<file path="config.mk">
export PLATFORM = sky130hd
export DESIGN_NAME = nvme_parfifo
export DESIGN_NICKNAME = d
export VERILOG_FILES = /design/src/rtl/nvme_parfifo.sv
export SDC_FILE = /design/constraint.sdc
export NUM_CORES = 2
export LEC_CHECK = 0
export ABC_AREA = 1
export ABC_CLOCK_PERIOD_IN_PS = 14030
export CAP_MARGIN = 20
export CORE_MARGIN = 1
export CORE_UTILIZATION = 25
export DETAILED_ROUTE_END_ITERATION = 7
export SYNTH_ARGS = -nofsm -noshare
export SYNTH_HDL_FRONTEND = slang
export SYNTH_SLANG_ARGS = --single-unit
</file>
<file path="constraint.sdc">
create_clock -name clk -period 14.03 [get_ports clk]
set_clock_uncertainty 0.1 [all_clocks]
set_input_delay 3.5075 -clock clk [delete_from_list [all_inputs] [get_ports clk]]
set_output_delay 3.5075 -clock clk [all_outputs]
set_load 0.005 [all_outputs]
</file>
<file path="src/rtl/nvme_parfifo.sv">
// nvme_parfifo: parity-protected elastic buffer.
// Parity is checked when a word enters and checked again when it leaves. An
// entry error means the link from the parity generator corrupted the word.
// An exit error on a word that entered clean means the storage corrupted it.
module nvme_parfifo #(
  parameter int width               = 128,
  parameter int bits_per_parity_bit = 8,
  parameter int pwidth              = (width + bits_per_parity_bit - 1) / bits_per_parity_bit,
  parameter int depth               = 16
) (
  input  logic                     clk,
  input  logic                     reset_n,
  input  logic                     oddpar,
  input  logic                     wr_valid,
  output logic                     wr_ready,
  input  logic [width-1:0]         wr_data,
  input  logic [pwidth-1:0]        wr_datap,
  input  logic                     inj_err,
  output logic                     rd_valid,
  input  logic                     rd_ready,
  output logic [width-1:0]         rd_data,
  output logic [pwidth-1:0]        rd_datap,
  output logic [$clog2(depth):0]   count,
  output logic                     in_perror,
  output logic                     out_perror,
  output logic [1:0]               perror_sticky,
  input  logic                     perror_clr
);

  localparam int aw = $clog2(depth);
  localparam logic [aw:0] depth_cnt = (aw + 1)'(depth);

  // The word is zero-padded up to a whole number of groups. Padding bits do
  // not change an XOR, so a short final group needs no special case.
  function automatic logic [pwidth-1:0] calc_par(input logic [width-1:0] d,
                                                 input logic             odd);
    logic [pwidth*bits_per_parity_bit-1:0] pad;
    logic [pwidth-1:0]                     p;
    pad              = '0;
    pad[width-1:0]   = d;
    p                = '0;
    for (int i = 0; i < pwidth; i++) begin
      p[i] = odd ^ (^pad[i*bits_per_parity_bit +: bits_per_parity_bit]);
    end
    return p;
  endfunction

  logic [width-1:0]  mem_q  [depth];
  logic [pwidth-1:0] memp_q [depth];

  logic [aw-1:0] wr_ptr_q, wr_ptr_d;
  logic [aw-1:0] rd_ptr_q, rd_ptr_d;
  logic [aw:0]   count_q, count_d;
  logic          inj_q, inj_d;
  logic          in_perror_q, in_perror_d;
  logic          out_perror_q, out_perror_d;
  logic [1:0]    sticky_q, sticky_d;

  logic              wr_fire;
  logic              rd_fire;
  logic              in_bad;
  logic              out_bad;
  logic [pwidth-1:0] flip;
  logic [pwidth-1:0] store_p;

  assign wr_ready      = (count_q != depth_cnt);
  assign rd_valid      = (count_q != '0);
  assign rd_data       = mem_q[rd_ptr_q];
  assign rd_datap      = memp_q[rd_ptr_q];
  assign count         = count_q;
  assign in_perror     = in_perror_q;
  assign out_perror    = out_perror_q;
  assign perror_sticky = sticky_q;

  assign wr_fire = wr_valid & wr_ready;
  assign rd_fire = rd_valid & rd_ready;

  // Both checks compare against what was actually received or stored; an
  // injected flip is applied after the entry check so it only shows on exit.
  always_comb begin
    flip    = '0;
    flip[0] = inj_q;
    store_p = wr_datap ^ flip;
    in_bad  = (calc_par(wr_data, oddpar) != wr_datap);
    out_bad = (calc_par(rd_data, oddpar) != rd_datap);
  end

  // Next-state for pointers, occupancy, injection flag and error reporting.
  always_comb begin
    wr_ptr_d     = wr_ptr_q;
    rd_ptr_d     = rd_ptr_q;
    count_d      = count_q;
    inj_d        = inj_q;
    in_perror_d  = 1'b0;
    out_perror_d = 1'b0;
    sticky_d     = perror_clr ? 2'b00 : sticky_q;

    if (wr_fire) begin
      wr_ptr_d    = wr_ptr_q + aw'(1);
      in_perror_d = in_bad;
      inj_d       = 1'b0;
    end
    if (inj_err) begin
      inj_d = 1'b1;
    end
    if (rd_fire) begin
      rd_ptr_d     = rd_ptr_q + aw'(1);
      out_perror_d = out_bad;
    end

    if (wr_fire && !rd_fire) begin
      count_d = count_q + (aw + 1)'(1);
    end else if (rd_fire && !wr_fire) begin
      count_d = count_q - (aw + 1)'(1);
    end

    // A set in the same cycle as a clear must win.
    if (in_perror_d) begin
      sticky_d[0] = 1'b1;
    end
    if (out_perror_d) begin
      sticky_d[1] = 1'b1;
    end
  end

  // Control state; reset discards all entries by zeroing pointers and count.
  always_ff @(posedge clk or negedge reset_n) begin
    if (!reset_n) begin
      wr_ptr_q     <= '0;
      rd_ptr_q     <= '0;
      count_q      <= '0;
      inj_q        <= 1'b0;
      in_perror_q  <= 1'b0;
      out_perror_q <= 1'b0;
      sticky_q     <= 2'b00;
    end else begin
      wr_ptr_q     <= wr_ptr_d;
      rd_ptr_q     <= rd_ptr_d;
      count_q      <= count_d;
      inj_q        <= inj_d;
      in_perror_q  <= in_perror_d;
      out_perror_q <= out_perror_d;
      sticky_q     <= sticky_d;
    end
  end

  // Storage array is not reset; only accepted writes update it.
  always_ff @(posedge clk) begin
    if (wr_fire) begin
      mem_q[wr_ptr_q]  <= wr_data;
      memp_q[wr_ptr_q] <= store_p;
    end
  end

endmodule
</file>
Word level (Yosys, flattened, before mapping)
Memories as Yosys holds them, arrays and structs flattened.
Index checks and enable logic that the tools add are counted.
- output and inout port bits: 155
- memories kept: 2
- word-level logic and storage cells: 104
- RAM bits: 2304
- register bits after elaboration: 18
- multiplexer cells: 11
- add/subtract/negate cells: 4
- bitwise gates (word level): 35
- reduce and logical (&&, ||, !) cells: 41
- equality and inequality tests: 3
- memory list (memory ; words ; width ; rd ports ; clocked after Yosys merged registers in ; wr ports ; line ; text):
    mem_q ; 16 ; 128 ; 1 ; 0 ; 1 ; 48 ; logic [width-1:0] mem_q [depth];
    memp_q ; 16 ; 16 ; 1 ; 0 ; 1 ; 49 ; logic [pwidth-1:0] memp_q [depth];
- operators by type and width (cell ; number):
    parity 8 bit ; 32
    inequality test 16 bit ; 2
    bitwise XOR 1 bit ; 32
    bitwise XOR 16 x 1 -> 16 bit ; 1
    two-way mux 5 bit ; 2
    adder 4 x 1 -> 4 bit, second input constant ; 2
    two-way mux 1 bit ; 8
    nonzero test 2 bit ; 4
    adder 5 x 1 -> 5 bit, second input constant ; 1
    inequality test 5 bit, second input constant ; 1
    nonzero test 5 bit ; 1
    subtractor 5 x 1 -> 5 bit, second input constant ; 1
    bitwise AND 1 bit ; 2
    logical AND 1 bit ; 2
    zero test 1 bit ; 2
    two-way mux 2 bit ; 1

Longest topological paths before layout
- depth in word-level cells: 6
- mapped depth: 26

Least setup slack after synthesis
No wires, ideal clock.
- kind: in2reg
- start: input port wr_valid
- end: memory mem_q[11][0] (enable)
- required time: 13.280 ns
- stages on the path: 4
- arrival time: 9.850 ns
- library setup time: 0.650 ns
- slack: 3.430 ns
- buffers on the path: 0
- path through: nand2_1 clkinv_1 nand2_1 nor2_1
- cells in the longest elaborated chain, start to end: 3
- ends and longest elaborated chain (item ; line ; text):
    start: declaration ; 14 ; input logic wr_valid,
    bitwise AND 1 bit ; 75 ; assign wr_fire = wr_valid & wr_ready;
    via wr_fire ; 59 ; logic wr_fire;
    two-way mux 1 bit ; 149 ; if (wr_fire) begin
    two-way mux 1 bit (not written as such) ; 150 ; mem_q[wr_ptr_q] <= wr_data;
    end: declaration ; 48 ;
The timed path passes the listed nets, and every way through them passes these cells.

Worst setup path in the final report
- start: register rd_ptr_q[0]
- end: output port rd_data[39]
- cells in the longest elaborated chain, start to end: 1
- ends and longest elaborated chain (item ; line ; text):
    start: declaration ; 52 ; logic [aw-1:0] rd_ptr_q, rd_ptr_d;
    start signal: assignment ; 138 ; rd_ptr_q <= rd_ptr_d;
    memory read (16 x 128 bit) ; n/a ;
    end: declaration ; 21 ; output logic [width-1:0] rd_data,
Every way passes these cells.

==> reports/results.md <==
| Quantity | Value |
|:---|:---|
| Latest clock arrival within the worst-skew pair | 0.96 ns |
| Number of max-capacitance violations reported | 0 |
| Aggregate routed wire length | 315000 µm |
| Post-synthesis to final-layout area growth | 15.3% |
| RR Startpoint | rd_ptr_q[0]$_DFFE_PN0P_ |
| Psw | 11.2 mW |
| Core Rows | 230 |
| Terminus of the critical flop-to-flop path | perror_sticky[1]$_DFFE_PN0P_ |
| Antenna violations before repair | 90 |
| Remaining Overflow, GRT | 0 |
| Power density cells | 230 mW/mm² |
| Final TNS setup | 0 ns |
| Syn Area/Cell | 11.2 µm² |
| Critical path start-end classification | register to output port |
| Worst vdd rail ir drop | 0.342 mV |
| Max FO, Critical Path | 198 |
| RSZ-0062 raised after global routing | no |
| Worst hold path endpoint | perror_sticky[0]$_DFFE_PN0P_ |
| Inst Count DP | 14.0k |
| Area of the die | 0.399 mm² |
| Vias in the first global route | 61.2k |
| Depth of the worst hold-timing path | 2 |
| Internal power | 15.2 mW |
| Data required time at the worst endpoint | 10.42 ns |
| Logic depth of the worst register-to-register path | 22 |
| Post-CTS setup buffers | 0 |
| Share of the synthesized area in the top cell type | 69.8% |
| Hold-fix buffers at CTS | 0 |
| Share of post-route cells with drive strength above 1 | 5.69% |
| Warnings, synthesis | 0 |
| Launch point of the worst hold path | perror_sticky[0]$_DFFE_PN0P_ |
| Beginning of the critical path | rd_ptr_q[0]$_DFFE_PN0P_ |
| HPWL reported at the end of detailed placement | 172000 µm |
| Routed WL per cell | 21.9 µm |
| Total via count in the routed design | 66.2k |
| Actual transition at the worst max-transition pin | 1.20 ns |
| Pre-CTS worst setup slack | 5.38 ns |
| FF-to-FF setup slack | 7.01 ns |
| Drt pass-1 iters | 6 |
| Launching element type of the critical path | register |
| Sequential share of the synthesized area | 70.2% |
| Clock net sink count | 2322 |
| Worst hold-check path type | register to register |
| First-pass GRT wire length | 445000 µm |
| Number of cells in the finished layout apart from fillers | 14.4k |
| Most numerous cell types in the synthesized netlist | nand2_1, edfxtp_1, nand3_1 |
| Count of input and output buffers | 305 |
| CTS root buffer | clkbuf_16 |
| Element type at the critical path end | output port |
| Post-synth net total | 8978 |
| Result of the run | complete, no violations |
| Global placer's final weighted congestion | 0.772 |
| Most instantiated flip-flop cell in the synthesis netlist | edfxtp_1 |
| Largest net degree at the start of global routing | 311 |
| Number of flops mapped to enable cells by yosys | 2304 |
| Starting density of the core | 25.2% |
| CTS tree | done |
| Number of nets in the final layout | 9133 |
| Number of distinct library cells after synthesis | 42 |
| Asr flop ratio synth | 0.775% |
| Crit path time final | 9.83 ns |
| Total number of H-tree levels | 4 |
| Detailed router's first-iteration violation count | 6020 |
| Worst relative slew slack | 20.0% |
| Switching Fraction | 42.4% |
| Final hold viol count | 0 |
| Post-CTS clock slew at the launch and capture registers of the worst setup and hold paths | 0.06 ns |
| Die outline height | 632 µm |
| Slew Viols, Final | 0 |
| Biggest area contributors in the synthesized netlist | edfxtp_1, nand2_1, nand3_1 |
| Overall Global Routing Usage | 15.2% |
| Die Span X | 632 µm |
| Total clock buffers created by CTS | 234 |
| Worst Path Arrival | 6.22 ns |
| Clock buffer depth | 4 |
| Most area-hungry cell type in the Yosys netlist | edfxtp_1 |
| Post-detailed-route via-to-cell ratio | 4.59 |
| I/O pin total | 306 |
| Minimum setup slack in the final design | 4.20 ns |
| Cells after synthesis | 8817 |
| Post-cts repair resize count | 0 |
| Maximum clock frequency | 102 MHz |
| ANT nets after route | 0 |
| Final core utilization | 29.0% |
| Number of storage elements in the synthesis netlist | 2322 |
| Total core area | 0.394 mm² |
| Most frequent cell after synthesis | nand2_1 |
| Summed instance area of the synthesized netlist | 0.0992 mm² |
| Sequential fraction of design power | 32.7% |
| Leakage | 41.4 nW |
| Share of the clock period used by the worst path | 70.1% |
| Clock network fraction of total power | 23.4% |
| Relative contribution of combinational cells to total power | 43.9% |
| Number of DRC violations after detailed routing | 0 |
| Final setup violating endpoints | 0 |
-- sequential cells by signal (all words and copies together), names as in the netlist --
register / cells
count: 5
in_perror: 1
inj_q: 1
mem_q: 2048
memp_q: 256
out_perror: 1
perror_sticky: 2
rd_ptr_q: 4
wr_ptr_q: 4
-- metal layers --
metal	share of wire, %	vias to the layer above	global-route usage (%)
met5	0.072	-	0
met4	3.9	36	5.70
met1	41	32600	19.4
met3	7.4	567	3.03
li1	-	30700	-
met2	48	2270	25.5
-- worst max-delay path: stages (launching register included) --
cell	delay [ns]
dfrtp_4	1.09
buf_12	0.55
buf_4	0.82
buf_4	0.88
nor2_1	0.11
nor2_1	0.11
o21ai_0	0.10
nand3_1	0.14
nand3_1	0.10
nand2_1	0.25
clkdlybuf4s50_1	0.60
-- worst max-delay path by stage --
stage                                         to  slack (ns)  depth (start not counted)
final                                rd_data[39]        4.20                         10
after global routing                 rd_data[39]        3.92                         10
after CTS                            rd_data[39]        4.41                         10
after detailed placement             rd_data[39]        5.38                         10
after global placement               rd_data[39]        5.40                         10
after floorplan           mem_q[11][0]$_DFFE_PP_        3.43                          4
-- through the flow --
step	instance area [µm²]	hold WS (ns)	power, mW
2_1_floorplan	99200	0.371	15.8
3_3_place_gp	107000	0.369	20.3
3_5_place_dp	107000	0.374	20.4
4_1_cts	114000	0.396	26.6
5_1_grt	114000	0.427	27.8
6_report	114000	0.395	26.3
-- power groups by stage --
stage	registers, mW	clock network (mW)	logic (mW)
after floorplan	8.74	0	7.08
after global placement	8.73	0	11.6
after detailed placement	8.74	0	11.7
after CTS	8.60	6.28	11.7
after global routing	8.65	6.51	12.7
final	8.60	6.17	11.6
-- cell type report --
type	instances	area (µm²)
Sequential cell	2322	69700
Clock buffer	286	6160
Timing Repair Buffer	413	4110
Fill cell	40100	279000
Antenna cell	35	87.6
Clock inverter	141	1270
Inverter	403	1570
Tap cell	5220	6530
Multi-Input combinational cell	5598	25000
-- placed cells by master (no fill, tap or decap), drive strengths merged --
cell type,count
bufinv,21
xor2,57
edfxtp,2304
a21oi,45
ha,9
clkinvlp,11
o22ai,6
buf,109
diode,35
o211ai,124
fa,1
a22o,1
or2,18
clkinv,105
nand2,2928
nand4,12
a221oi,1
clkdlybuf4s50,304
nor2,525
a31oi,1
nand3,1462
inv,407
a211oi,1
dfrtp,18
a21o,3
clkbuf,286
o21ai,306
nand3b,1
nor4,1
xnor2,96
-- kinds of logic after synthesis --
kind of cell             share of synthesized area [%]
AO/OA/AOI/OAI                                     2.82
XOR/XNOR                                          1.35
adder cells (fa/ha/maj)                          0.134
buffers and inverters                             4.75
flip-flops                                        70.2
AND/OR/NAND/NOR                                   20.7
Note: power is estimated with default switching activity, not from simulation.
